<file path="src/rtl/ifstage_prefetch.sv">
// rtl/ifstage_prefetch.sv - instruction fetch stage with PC, 1-cycle imem port and prefetch FIFO
module ifstage_prefetch #(
    parameter int                ADDR_W   = 32,
    parameter int                DEPTH    = 4,
    parameter logic [ADDR_W-1:0] RESET_PC = '0
) (
    input  logic              Clk,
    input  logic              Reset_n,
    output logic              Imem_En,
    output logic [ADDR_W-1:0] Imem_Addr,
    input  logic [31:0]       Imem_Data,
    input  logic              Redir_Valid,
    input  logic              Redir_Abs,
    input  logic [ADDR_W-1:0] Redir_Base,
    input  logic [31:0]       Redir_Imm,
    output logic              Redir_Misalign,
    output logic [31:0]       Instr,
    output logic [ADDR_W-1:0] Instr_PC,
    output logic              Instr_Valid,
    input  logic              Instr_Ready
);
    localparam int PTR_W = $clog2(DEPTH);
    localparam int CNT_W = PTR_W + 1;

    logic [31:0]       mem_data [DEPTH];
    logic [ADDR_W-1:0] mem_pc   [DEPTH];
    logic [PTR_W-1:0]  rd_ptr;
    logic [PTR_W-1:0]  wr_ptr;
    logic [CNT_W-1:0]  count;
    logic [CNT_W:0]    occupancy;
    logic [ADDR_W-1:0] pc;
    logic [ADDR_W-1:0] req_pc;
    logic [ADDR_W-1:0] imm_w;
    logic [ADDR_W-1:0] target;
    logic              inflight;
    logic              running;
    logic              misalign;
    logic              pop;
    logic              push;
    logic              issue;

    generate
        if (ADDR_W <= 32) begin : g_imm_trunc
            assign imm_w = Redir_Imm[ADDR_W-1:0];
        end else begin : g_imm_sext
            assign imm_w = {{(ADDR_W-32){Redir_Imm[31]}}, Redir_Imm};
        end
    endgenerate

    always_comb begin
        target = Redir_Base + ADDR_W'(4) + {imm_w[ADDR_W-3:0], 2'b00};
        if (Redir_Abs) begin
            target = {imm_w[ADDR_W-1:2], 2'b00};
        end
    end

    assign Instr_Valid = (count != '0);
    assign pop         = Instr_Valid && Instr_Ready;
    assign push        = inflight && !Redir_Valid;

    // Counting the in-flight response as occupied guarantees it always finds a free slot.
    assign occupancy = {1'b0, count} + (CNT_W+1)'(inflight) - (CNT_W+1)'(pop);
    assign issue     = running && !Redir_Valid && (occupancy < (CNT_W+1)'(DEPTH));

    assign Imem_En        = issue;
    assign Imem_Addr      = pc;
    assign Instr          = mem_data[rd_ptr];
    assign Instr_PC       = mem_pc[rd_ptr];
    assign Redir_Misalign = misalign;

    always_ff @(posedge Clk or negedge Reset_n) begin
        if (!Reset_n) begin
            running  <= 1'b0;
            pc       <= RESET_PC;
            req_pc   <= '0;
            inflight <= 1'b0;
            misalign <= 1'b0;
            count    <= '0;
            rd_ptr   <= '0;
        end else begin
            running <= 1'b1;
            if (Redir_Valid) begin
                pc       <= target;
                inflight <= 1'b0;
                misalign <= Redir_Abs && (imm_w[1:0] != 2'b00);
                count    <= '0;
                rd_ptr   <= '0;
            end else begin
                inflight <= issue;
                misalign <= 1'b0;
                count    <= count + CNT_W'(push) - CNT_W'(pop);
                if (issue) begin
                    pc     <= pc + ADDR_W'(4);
                    req_pc <= pc;
                end
                if (pop) begin
                    rd_ptr <= rd_ptr + PTR_W'(1);
                end
            end
        end
    end

    always_ff @(posedge Clk or negedge Reset_n) begin
        if (!Reset_n) begin
            for (int i = 0; i < DEPTH; i++) begin
                mem_data[i] <= '0;
                mem_pc[i]   <= '0;
            end
            wr_ptr <= '0;
        end else if (Redir_Valid) begin
            wr_ptr <= '0;
        end else if (push) begin
            mem_data[wr_ptr] <= Imem_Data;
            mem_pc[wr_ptr]   <= req_pc;
            wr_ptr           <= wr_ptr + PTR_W'(1);
        end
    end
endmodule
</file>
<file path="config.mk">
export PLATFORM = sky130hd
export DESIGN_NAME = ifstage_prefetch
export DESIGN_NICKNAME = d
export VERILOG_FILES = /design/src/rtl/ifstage_prefetch.sv
export SDC_FILE = /design/constraint.sdc
export NUM_CORES = 1
export LEC_CHECK = 0
export BUFFER_PORTS_ARGS = -buffer_cell sky130_fd_sc_hd__clkbuf_2
export CORE_MARGIN = 2
export CORE_UTILIZATION = 33
export CTS_BUF_LIST = sky130_fd_sc_hd__clkbuf_4 sky130_fd_sc_hd__clkbuf_8
export CTS_CLUSTER_DIAMETER = 150
export DETAILED_ROUTE_END_ITERATION = 12
export GPL_ROUTABILITY_DRIVEN = 0
export PLACE_DENSITY = 0.64
export SKIP_CTS_REPAIR_TIMING = 1
export SLEW_MARGIN = 20
export SYNTH_ARGS = -nofsm -noshare
export SYNTH_HDL_FRONTEND = slang
export SYNTH_SLANG_ARGS = --single-unit
</file>
<file path="constraint.sdc">
create_clock -name Clk -period 2.9 [get_ports Clk]
set_clock_uncertainty 0.15 [all_clocks]
set_input_delay 0.145 -clock Clk [delete_from_list [all_inputs] [get_ports Clk]]
set_output_delay 0.145 -clock Clk [all_outputs]
set_load 0.02 [all_outputs]
</file>
==> results, run 1 <==
- The biggest fanout along the worst timing path is 5.
- The critical path arrival is 2.90 ns.
- The met2 routing resource usage after global routing is 0.268.
- The final hold violation count is 1.
- The number of diodes is 0.
- In this run the standard cell core region covers 49900 um2.
- Summing all non-filler instances in the final layout gives an area of 20900 um2.
- The share of the Yosys chip area taken by registers is 0.499.
- Traced cell by cell, the critical path runs through or3_4, and2_4, ha_4, inv_4, ha_4, nand2_4, nor2_4, o211a_1, o21a_2, nand2b_4, inv_6, buf_6, buf_6.
- The floorplan die area is 52000 um2.
- Internal power comes to 0.0111 W.
- The final antenna-violating net count is 0.
- The most crowded layer after global routing is met2.
- The maximum cell stage delay along the critical path is 0.38 ns.
- For the worst setup path, the data required time is 2.61 ns.
- The number of enable flip-flop cells after synthesis is 0.
- The count of state elements after synthesis is 330.
- The flow ran to the end, but the final reports show violations.
- The library cell with the largest summed area after synthesis is dfrtp_1.
- The layout overhead on the synthesized area is 26.3%.
- Of all flip-flops after synthesis, the portion carrying an async set or reset was 1.00.
- The dominant synthesized flop cell is dfrtp_1.
- The worst register-to-register path begins at count[0].
- In the finished design, the share of the clock period the worst path needs comes to 1.10.
- The worst-case clock buffer depth is 3.
- The worst IR drop on VDD is 0.366 mV.
- The pin slew with the least headroom to its limit is 0.697 ns.
- By area the synthesized netlist is led by dfrtp_1, mux2_2, mux4_2.
- The reported leakage power is 10.3 nW.
- After detailed routing, the number of remaining DRC violations is 0.
- The number of nets in the synthesized netlist is 1457.
- The cell area after technology mapping is 16500 um2.
- The clock tree synthesis step divided the H-tree into 2 levels.
- In this run the power spent charging and discharging nets is 0.00584 W.
- Counting distinct cell types in the post-synthesis netlist gives 58.
- The clock sink count is 330.
- The average cell area after synthesis is 12.9 um2.
- In the final routed layout, each cell accounts on average for 17.9 um.
- Headroom to the max-slew limit came out at 0.532.
- The power density of the placed cells is 810 nW/um2.
- The clock network fraction of design power is 0.264.
- In the global route stage, overall resource usage came out at 0.160.
- Setup repair after global routing could not meet its margin everywhere.
- The startpoint type of the worst setup path is a register.
- The end point of the worst hold path is Imem_Addr[29].
- In the routed layout, each cell is associated on average with a via count of 4.91.
- The endpoint of the lowest-slack register-to-register path is Imem_Addr[26].
- The insertion delay of the later-clocked pin in the worst-skew pair is 0.64 ns.
- The TritonCTS clock tree is done.
- Of the total power, registers draw 0.387.
- The met1 capacity usage during global routing is 0.208.
- CTS placed an instance of clkbuf_8 at the clock tree root.
- The combinational share of power is 0.349.
- In the global route stage, met3 resource usage came out at 0.0368.
- The clock period minus final worst setup slack is 3.20 ns.
- The placed wire-length estimate is 28600 um.
- The switching part of the total power is 0.345.
- The number of placed instances with taps included is 2149.
- Yosys printed 0 warnings.
- The checks that failed: hold timing, setup timing.
- The worst setup path is of the register to primary output kind.
- The origin of the worst min-delay path is Redir_Base[28].
- Counting the buffers created by CTS gives 56.
- The initial utilization of the core area, before any placement, comes to 0.332.
- The first global-routing pass estimated 66500 um of wire.
- The first detailed-routing pass took 5 iterations.
- Setup violations remaining at the end of the flow were counted as 11.
- The class of the tightest hold or removal check is input pin to register.
- The library cell contributing the largest single delay on the critical path is or3_4.
- The wire length reported by the detailed router is 41800 um.
- The post-synthesis cell count is 1287.
- The number of top-level pins is 200.
- The die is 228 um wide.
- The tightest hold path in the finished design has a slack of -0.00208 ns.
- The total number of vias is 11.4k.
- At the end of the flow, the number of nets in the layout was 1785.
- The number of max-capacitance violations reported is 0.
- The via count of the first global-routing pass is 11.9k.
- The quantity of I/O buffers inserted on ports is 199.
- The number of antenna violations at the first check in global routing was 0.
- After global routing the overflow that remains totals 0.
- Of the cells placed in the final design, the portion with a size suffix greater than 1 is 0.436.
- The cell depth of the worst hold path is 5.
- The worst reg-to-reg setup slack is -0.05 ns.
- The count of cells in the finished layout, fillers not included, comes to 2331.
- Of the post-synthesis cell area, the dominant cell type holds 0.499.
- Entering global routing, the biggest net connects 84 pins.
- The count of final max-slew check failures is 0.
- The first routing iteration left 537 violations.
- After layout, the worst setup slack is -0.296 ns.
- Once placement finished, the instance area stood at 18800 um2.
- The type of destination of the critical path is a primary output.
- Measured along the y axis, the die boundary spans 228 um.
- The clock-pin slew reported for the worst setup and hold paths after clock tree synthesis is 0.07 ns.
- The placement row count is 82.
- The number of cells on the worst reg-to-reg path is 14.
- The highest clock frequency the design can meet is 313 MHz.
- The power after layout is 0.0169 W.
[power groups by stage]
stage	Sequential (W)	Combinational (W)	Clock, W
6_report	0.00655	0.00591	0.00448
5_1_grt	0.00672	0.00644	0.00487
3_3_place_gp	0.00654	0.00567	0
4_1_cts	0.00656	0.00578	0.00468
2_1_floorplan	0.00635	0.00387	0
3_5_place_dp	0.00664	0.00576	0
[worst max-delay path by stage]
| stage | from | to |
|---|---|---|
| finish | count[0] | Imem_En |
| global route | count[0] | Imem_En |
| CTS | count[2] | Imem_En |
| detailed placement | Redir_Base[3] | Imem_Addr[29] |
| global placement | Redir_Base[3] | Imem_Addr[27] |
| floorplan | count[2] | Imem_Addr[15] |
[per-stage QoR]
step           setup slack (ns)  setup TNS [ns]  utilization
6_report                 -0.296          -0.844        0.419
3_3_place_gp             -0.167          -0.916        0.377
5_1_grt                  -0.427           -3.06        0.419
4_1_cts                  -0.733           -1.77        0.402
2_1_floorplan           0.00994               0            -
3_5_place_dp             -0.181           -1.62        0.377
[Yosys cell counts (all sizes together) (2+ instances only)]
master,number
o211ai,5
a2111o,3
a21o,14
a31oi,10
inv,19
nor2,40
xnor2,28
fa,2
o21bai,6
or2,2
nor3,11
o22ai,8
nor2b,7
buf,19
nand2b,2
a2111oi,2
nand2,150
a21boi,5
mux4,64
dfrtp,330
nand3,13
ha,67
o21ai,43
mux2i,6
a22oi,3
mux2,256
xor2,24
and3,12
o21a,8
a21oi,40
a211oi,5
nand4,12
and2,4
a211o,2
a31o,2
or3,2
a32oi,2
nor3b,2
clkbuf,48
[layer usage]
metal / vias to the layer above / part of all wire
met3: 52 / 0.050
li1: 5361 / -
met5: - / 0
met1: 5763 / 0.45
met4: 0 / 0.015
met2: 271 / 0.49
[cell families (layout without fill, tap and decap cells)]
kind of cell,Yosys count,in the layout,share of synthesized area
AO/OA/AOI/OAI,163,163,0.0662
flip-flops,330,330,0.499
buffers and inverters,86,458,0.0200
XOR/XNOR,52,52,0.0275
AND/OR/NAND/NOR,260,260,0.0690
other,1,1,0.000227
adder cells (fa/ha/maj),69,69,0.0531
multiplexers,326,326,0.265
[registers in the layout (all words and copies together), names as in the netlist]
signal          count
Imem_Addr          32
Redir_Misalign      1
count               3
inflight            1
mem_data          128
mem_pc            128
rd_ptr              2
req_pc             32
running             1
wr_ptr              2
[cell usage in the layout (no fill, tap or decap), types with 5 or more instances in the layout]
cell and instances:
dfrtp_1 328, mux2_2 256, clkbuf_2 197, nand2_1 145, dlygate4sd3_1 73, clkbuf_8 69
ha_1 65, mux4_2 64, buf_4 48, nor2_1 39, a21oi_1 37, o21ai_0 35
xnor2_1 28, xor2_1 24, clkbuf_4 20, inv_1 17, a21o_1 14, buf_12 14
nand3_1 13, nand4_1 12, and3_1 11, a31oi_1 9, nor3_1 8, o22ai_1 8
clkinv_2 8, nor2b_1 7, o21a_1 7, o21ai_1 6, o21bai_1 6, mux2i_1 6
nand2_4 5, o211ai_1 5, a21boi_0 5
[critical path, delay by kind of cell (launching register included)]
kind | cells | cell delay, ns
adder cells (fa/ha/maj) | 2 | 0.36
buffers and inverters | 4 | 0.34
flip-flops | 1 | 0.37
AND/OR/NAND/NOR | 5 | 0.74
AO/OA/AOI/OAI | 2 | 0.45
[layout make-up]
type | count | area, um2
Clock buffer | 89 | 1100
Clock inverter | 13 | 126
Fill cell | 4673 | 29000
Inverter | 19 | 78.8
Multi-Input combinational cell | 871 | 8070
Sequential cell | 330 | 8270
Tap cell | 672 | 841
Timing Repair Buffer | 337 | 2420
Power figures use the tool's default switching activity.
==> run 2, diff against run 1 <==
--- a/config.mk
+++ b/config.mk
@@ -5,6 +5,7 @@
 export SDC_FILE = /design/constraint.sdc
 export NUM_CORES = 1
 export LEC_CHECK = 0
+export ABC_AREA = 1
 export BUFFER_PORTS_ARGS = -buffer_cell sky130_fd_sc_hd__clkbuf_2
 export CORE_MARGIN = 2
 export CORE_UTILIZATION = 33
@@ -18,3 +19,4 @@
 export SYNTH_ARGS = -nofsm -noshare
 export SYNTH_HDL_FRONTEND = slang
 export SYNTH_SLANG_ARGS = --single-unit
+export TNS_END_PERCENT = 1
==> constraint.sdc (replaced) <==
create_clock -name Clk -period 2.9 [get_ports Clk]
set_clock_uncertainty 0.15 [all_clocks]
set_input_delay 0.145 -clock Clk [delete_from_list [all_inputs] [get_ports Clk]]
set_output_delay 0.145 -clock Clk [all_outputs]
set_load 0.1 [all_outputs]
==> run 2 against run 1 <==
The flow finishes with violations (hold timing). Clock power is essentially flat. Cell area grew 7.3%. Via count grew 42%. Worst setup slack gained 0.33 ns. Cell count grew 40%. Maximum frequency grew 12%. Synthesized cell count grew 76%. Largest cell class unchanged.
==> results, run 2 <==
- The run finished, with violations left.
- The checks that failed: hold timing.
- The floorplan has 84 rows.
- The via count of the first global-routing pass is 15.3k.
- The library cell with the largest summed area after synthesis is dfrtp_1.
- The maximum cell stage delay along the critical path is 0.41 ns.
- The quantity of I/O buffers inserted on ports is 199.
- The fraction of registers with async set or reset after synthesis is 1.00.
- The end point of the worst hold path is Imem_Addr[31].
- For this configuration, the core starts out at a cell density of 0.333.
- The signal on the critical path passes through nor2_2, nand2_4, nand2_2, inv_2, ha_4, inv_2, ha_4, nand3_2, nand2_2, xnor2_2, nand2_4, inv_8, buf_12.
- The number of top-level pins is 200.
- The first TritonRoute pass finished after 5 iterations.
- For this design the static power due to leakage is 11.0 nW.
- The library cell used most frequently in the layout, excluding fill and tap cells, is nand2_1.
- For this design the total switching power over the nets is 0.0123 W.
- The startpoint type of the worst setup path is a register.
- The placed wire-length estimate is 35400 um.
- The number of cells on the worst reg-to-reg path is 18.
- The final-layout worst hold slack is -0.00515 ns.
- The worst reg-to-reg setup slack is 0.17 ns.
- Data arrives at the worst endpoint at 2.57 ns.
- The max-slew headroom at the worst pin is 0.477.
- The dominant synthesized flop cell is dfrtp_1.
- In this run, synthesis produced a sequential element count of 330.
- The total clock buffers created by CTS is 56.
- Sorting the synthesized cells by area gives the leading types as dfrtp_1, nand2_1, o21ai_0.
- The repair_antennas step left the layout with diodes totalling 0.
- The endpoint of the lowest-slack register-to-register path is Imem_Addr[20].
- The synthesized netlist contains 45 unique library cells.
- The sequential share of power is 0.267.
- The average cell area after synthesis is 7.71 um2.
- The insertion delay of the later-clocked pin in the worst-skew pair is 0.63 ns.
- The first-pass GRT wire length is 81600 um.
- In this run the worst path has a maximum fanout of 7.
- The cell depth of the worst hold path is 6.
- The floorplan die area is 54700 um2.
- The path type of the worst setup path is register to primary output.
- The clock network fraction of design power is 0.182.
- The clock sink count is 330.
- The final hold violation count is 2.
- The class of the tightest hold or removal check is input pin to register.
- For this run, the number of Yosys warnings is 0.
- The share of total power dissipated in combinational logic is 0.551.
- The most frequently used cell type in the post-synthesis netlist is nand2_1.
- Leaving out fill and tap cells, the most frequent cells in the layout are nand2_1, o21ai_0, dfrtp_1.
- After global routing the overflow that remains totals 0.
- Summing every instance area after synthesis gives 17400 um2.
- The die is 234 um wide.
- Sorting the synthesized cells by how often they occur yields nand2_1, o21ai_0, dfrtp_1, nor2_1, inv_1.
- After clock tree synthesis, the clock-pin slew on the worst setup and hold paths is 0.06 ns.
- For this run, the top clock speed supported by timing is 349 MHz.
- Compared with the post-synthesis result, the final layout area differs by 28.6%.
- After detailed routing, the average wire length per cell comes to 15.8 um.
- The share of synthesized area occupied by flip-flops and latches is 0.473.
- The switching part of the total power is 0.495.
- The number of antenna violations at the first check in global routing is 0.
- The H-tree was split into 2 levels.
- The routed design has 51600 um of wire.
- The clock period minus final worst setup slack is 2.86 ns.
- No sink is reached through more buffers than the 3 on the longest clock path.
- Entering global routing, the biggest net connects 130 pins.
- In this design, the largest share of critical-path delay is due to simple AND/OR/NAND/NOR gates.
- The cell-internal power is 0.0125 W.
- The core footprint is 52400 um2.
- STA classifies the critical path endpoint as a primary output.
- The number of nets in the synthesized netlist is 2433.
- Excluding fillers, the count of instances in the completed layout stands at 3257.
- Counting the fill cells in the layout gives 5159.
- In the final layout, the registers with the most flip-flops are mem_data x128, mem_pc x128.
- The share of the cycle needed by the critical path after routing is 0.987.
- IR analysis of the VDD net gives a maximum drop of 0.556 mV.
- The die is 234 um tall.
- Using the TritonRoute via totals, the vias-per-cell ratio works out to 4.99.
- TritonCTS built the clock tree.
- Setup repair after global routing could not meet its margin everywhere.
- The number of placed instances with taps included is 3063.
- The count of final max-slew check failures is 0.
- The final-stage net count is 2695.
- The number of DRC violations after detailed routing is 0.
- The worst slack after detailed placement is 0.173 ns.
- The combined buffer and inverter count along the critical path is 4.
- The number of max-capacitance violations reported is 0.
- The worst path setup slack after routing is 0.0372 ns.
- The power density of the placed cells is 1100 nW/um2.
- The total number of vias is 16.3k.
- The worst flop-to-flop path startpoint is count[0].
- The power after layout is 0.0248 W.
- In the final layout, the share of cells above drive strength 1 is 0.155.
- Synthesis handed over a netlist of 2263 instances.
- At the pin with the least slew margin, the transition time is 0.785 ns.
- In this run the most critical hold path is launched from Redir_Base[30].
- The number of DRC violations after detailed-routing iteration 0 is 1082.
- The final antenna-violating net count is 0.
- For the worst setup path, the data required time is 2.61 ns.
- Across every metal layer, demand over resource in global routing totals 0.187.
- Setup violations remaining at the end of the flow were counted as 0.
- Yosys mapped a number of flops with a built-in enable equal to 0.
- Of the post-synthesis cell area, the dominant cell type holds 0.473.
- The cell at the root of the clock tree is clkbuf_8.
- The library cell contributing the largest single delay on the critical path is dfrtp_1.
-- run 2: cell types whose count changed in the layout (fill, tap and decap cells not counted), sizes merged, moves of 56 or more --
cell,before,now
nor2,40,245
nand2,150,581
mux2,256,0
mux4,64,0
clkbuf,286,224
o21ai,43,445
nand3,13,75
o22ai,8,64
inv,22,196
-- run 2: kinds of logic after synthesis --
family                   share of synthesized area
XOR/XNOR                                   0.00703
flip-flops                                   0.473
adder cells (fa/ha/maj)                     0.0503
other                                     0.000215
AO/OA/AOI/OAI                                0.176
AND/OR/NAND/NOR                              0.222
buffers and inverters                       0.0719
-- run 2: power groups by stage --
stage / logic [W] / clock network, W / registers, W
after global routing: 0.0145 / 0.00488 / 0.00676
after floorplan: 0.00790 / 0 / 0.00750
after CTS: 0.0134 / 0.00465 / 0.00660
after detailed placement: 0.0134 / 0 / 0.00667
after global placement: 0.0132 / 0 / 0.00663
final: 0.0137 / 0.00451 / 0.00662
-- run 2: worst reg2reg max path: stages, from the launching register on --
cell     delay (ns)
dfrtp_1        0.41
nor2_2         0.17
nand2_4        0.07
nand2_2        0.07
inv_2          0.06
ha_4           0.15
inv_2          0.06
ha_4           0.19
nand3_2        0.06
nand2_2        0.07
xnor2_2        0.23
nand2_4        0.14
buf_4          0.16
buf_4          0.13
nand2_4        0.08
buf_4          0.20
nand2_1        0.07
nor2_1         0.11
a21oi_2        0.06
-- run 2: how the worst max path moves through the flow --
stage,start,end,depth (start not counted)
after floorplan,rd_ptr[0],Instr_PC[26],6
after global placement,count[0],Imem_Addr[17],17
after detailed placement,count[2],Imem_Addr[2],14
after CTS,count[2],Imem_En,14
after global routing,count[0],Imem_En,13
final,count[0],Imem_En,13
-- run 2: layer usage --
layer  routed length, um  global-route usage  vias up
met5                   0                   0        -
met4                1480              0.0663        0
met3                3790              0.0396       91
met2               23400               0.297      535
met1               22900               0.251     7668
li1                    -                   -     7967
-- run 2: final cells by class --
cell class / instances / area, um2 / share of cell area
tap: 688 / 861 / 0.0384
timing repair buffer: 324 / 3310 / 0.147
sequential: 330 / 8260 / 0.368
multi-input combinational: 1615 / 8030 / 0.358
clock buffer: 91 / 1110 / 0.0497
clock inverter: 11 / 111 / 0.00496
inverter: 198 / 752 / 0.0335
-- run 2: through the flow --
step | area, um2 | hold WS [ns] | setup TNS [ns] | utilization
final | 22400 | -0.00515 | 0 | 0.428
after global routing | 22400 | 0.0222 | -0.0951 | 0.428
after CTS | 21500 | -0.594 | -0.507 | 0.410
after detailed placement | 20300 | 0.0951 | 0 | 0.387
after global placement | 20300 | 0.0899 | 0 | 0.387
after floorplan | 17500 | -0.301 | -0.0712 | -
==> run 3, diff against run 2 <==
--- a/config.mk
+++ b/config.mk
@@ -7,13 +7,15 @@
 export LEC_CHECK = 0
 export ABC_AREA = 1
 export BUFFER_PORTS_ARGS = -buffer_cell sky130_fd_sc_hd__clkbuf_2
+export CELL_PAD_IN_SITES_DETAIL_PLACEMENT = 2
+export CELL_PAD_IN_SITES_GLOBAL_PLACEMENT = 2
 export CORE_MARGIN = 2
-export CORE_UTILIZATION = 33
+export CORE_UTILIZATION = 32
 export CTS_BUF_LIST = sky130_fd_sc_hd__clkbuf_4 sky130_fd_sc_hd__clkbuf_8
 export CTS_CLUSTER_DIAMETER = 150
 export DETAILED_ROUTE_END_ITERATION = 12
 export GPL_ROUTABILITY_DRIVEN = 0
-export PLACE_DENSITY = 0.64
+export PLACE_DENSITY = 0.9
 export SKIP_CTS_REPAIR_TIMING = 1
 export SLEW_MARGIN = 20
 export SYNTH_ARGS = -nofsm -noshare
==> run 3 against run 2 <==
The flow finishes with violations (setup timing). Flip-flop and latch count unchanged. Highest routed layer unchanged. Global-route usage up 5.4 points. Largest power group unchanged. Critical path type unchanged. Utilization down 0.88 points.
==> results, run 3 (synthesis gave the netlist of run 2 again) <==
- The run finished, with violations left.
- The checks that failed: setup timing.
- The final hold violation count was 0.
- Final hold analysis gives a worst-case slack of 0.0185 ns.
- Setup violations remaining at the end of the flow were counted as 1.
- The largest registers in the layout are mem_data x128, mem_pc x128.
- In this run, the number of DRC markers left after iteration 0 of detailed routing was 827.
- The commonest non-fill, non-tap cell in the layout is nand2_1.
- The global-route total usage across every layer is 0.241.
- Setup repair after global routing could not meet its margin everywhere.
- The count of final max-slew check failures is 0.
- The startpoint type of the worst setup path is a register.
- Of the cells placed in the final design, the portion with a size suffix greater than 1 is 0.157.
- From synthesis to final layout, the design area changed by 29.2%.
- Clock-pin slew was measured on the worst setup and hold paths at 0.07 ns.
- The total overflow left after global routing is 0.
- The placed wire-length estimate is 47600 um.
- Static timing analysis puts the maximum clock frequency at 334 MHz.
- The die covers 56400 um2.
- The first TritonRoute pass finished after 5 iterations.
- VDD sags by at most 0.655 mV.
- The total number of vias is 17.4k.
- The path type of the worst setup path is register to primary output.
- The type of destination of the critical path is a primary output.
- The clock passes through at most 3 buffers.
- At the worst endpoint, the required time is 2.61 ns.
- CTS built an H-tree with a depth of 2.
- The worst path in the final design needs a cycle of 3.00 ns, including I/O delays and setup.
- Among the stages of the critical path, the cell type that occurs most often is nand2_4.
- The TritonCTS clock tree is done.
- The first global-routing pass estimated 107000 um of wire.
- The via count of the first global-routing pass is 19.3k.
- The cell at the root of the clock tree is clkbuf_8.
- The detail route stage leaves a number of antenna-violating nets equal to 0.
- The maximum cell stage delay along the critical path is 0.43 ns.
- In this run the worst hold path is classified as input pin to register.
- In the routed layout, each cell is associated on average with a via count of 5.33.
- For this block, the routed nets add up to 74300 um of wire.
- Across the run, the number of max-cap violations was 0.
- The maximum number of pins on one net before global-route repair is 130.
- The signal on the critical path passes through nor2_2, nand2_4, nand2_4, inv_4, ha_4, inv_2, ha_4, nand3_4, nand2_4, xnor2_4, nand2_2, clkinv_4, buf_12.
- CTS saw 330 sinks.
- The critical path arrival is 2.70 ns.
- The die is 238 um tall.
- Once placement finished, the instance area stood at 20300 um2.
- The worst reg-to-reg setup slack is 0.02 ns.
- The total clock buffers created by CTS is 57.
- The core footprint is 53800 um2.
- Measured on the finished design, the core utilization comes to 0.419.
- In the post-route analysis, the smallest setup slack over all paths is -0.0965 ns.
- The number of diodes is 0.
- For the pin with the worst max-slew slack, the measured transition is 0.732 ns.
- During I/O placement, the number of pins put on the boundary was 200.
- After the last flow step, the layout net total stands at 2695.
- Fill cells in the final layout number 5933.
- The count of buffers added on input and output ports is 199.
- The share of the cycle needed by the critical path after routing is 1.03.
- The library cells used most frequently in the layout, excluding fill and tap cells, are nand2_1, o21ai_0, dfrtp_1.
- For this configuration, the core starts out at a cell density of 0.324.
- The die boundary width is 238 um.
- The routed wirelength normalized by instance count is 22.8 um.
- Of all nets on the critical path, the largest fanout is 6.
- The floorplan has 85 rows.
- For the worst-skew pair, the clock arrives at the later sink with an insertion delay of 0.65 ns.
- The reported leakage power is 11.0 nW.
- Among all stages on the critical path, the largest delay is contributed by dfrtp_1.
- The power density of the placed cells is 1150 nW/um2.
- In this run the tightest slew margin relative to its limit is 0.512.
- With fillers left out, the area of the finished cells amounts to 22500 um2.
- The number of antenna violations at the first check in global routing is 0.
- The number of DRC violations after detailed routing is 0.
run 3: final cells by class:
cell class / count / area [um2] / share of cell area
multi-input combinational: 1615 / 8100 / 0.359
inverter: 198 / 756 / 0.0335
timing repair buffer: 323 / 3320 / 0.147
tap: 696 / 871 / 0.0386
clock buffer: 90 / 1140 / 0.0508
sequential: 330 / 8260 / 0.366
clock inverter: 9 / 97.6 / 0.00433
run 3: worst max-delay path: cells and delay by family (launching register included):
family	cells	cell delay, ns
flops	1	0.43
xor+xnor	1	0.20
simple gates	6	0.68
buf+inv	4	0.41
fa+ha+maj	2	0.35
run 3: worst paths after layout:
kind | from | end | cells after the start
worst max-delay path | count[0] | Imem_En | 13
worst min-delay path | Redir_Base[31] | Imem_Addr[31] | 6
worst max register to register | count[0] | Imem_Addr[12] | 14
worst min register to register | mem_pc[65] | mem_pc[65] | 2
max in group asynchronous | Reset_n | rd_ptr[0] | 4
min in group asynchronous | Reset_n | mem_data[22] | 4
run 3: per-stage QoR:
stage,setup TNS (ns),setup WS [ns],instances,total power (W)
global route,-0.814,-0.191,3261,0.0272
finish,-0.0965,-0.0965,3261,0.0260
floorplan,-0.0712,-0.0142,2263,0.0154
detailed placement,-0.135,-0.0835,3074,0.0206
global placement,0,0.184,3074,0.0200
CTS,-2.77,-0.615,3173,0.0255
run 3: report_power, final:
part	leakage [nW]	internal (W)	switching (W)
Sequential	4.40	0.00577	0.00104
Combinational	5.98	0.00421	0.0103
Clock	0.660	0.00266	0.00209
Total	11.0	0.0126	0.0134
run 3: per-layer routing:
layer	vias up	GRT usage	part of all wire
li1	7944	-	-
met1	8912	0.281	0.40
met2	394	0.439	0.53
met3	144	0.0363	0.034
met4	0	0.103	0.038
met5	-	0	0
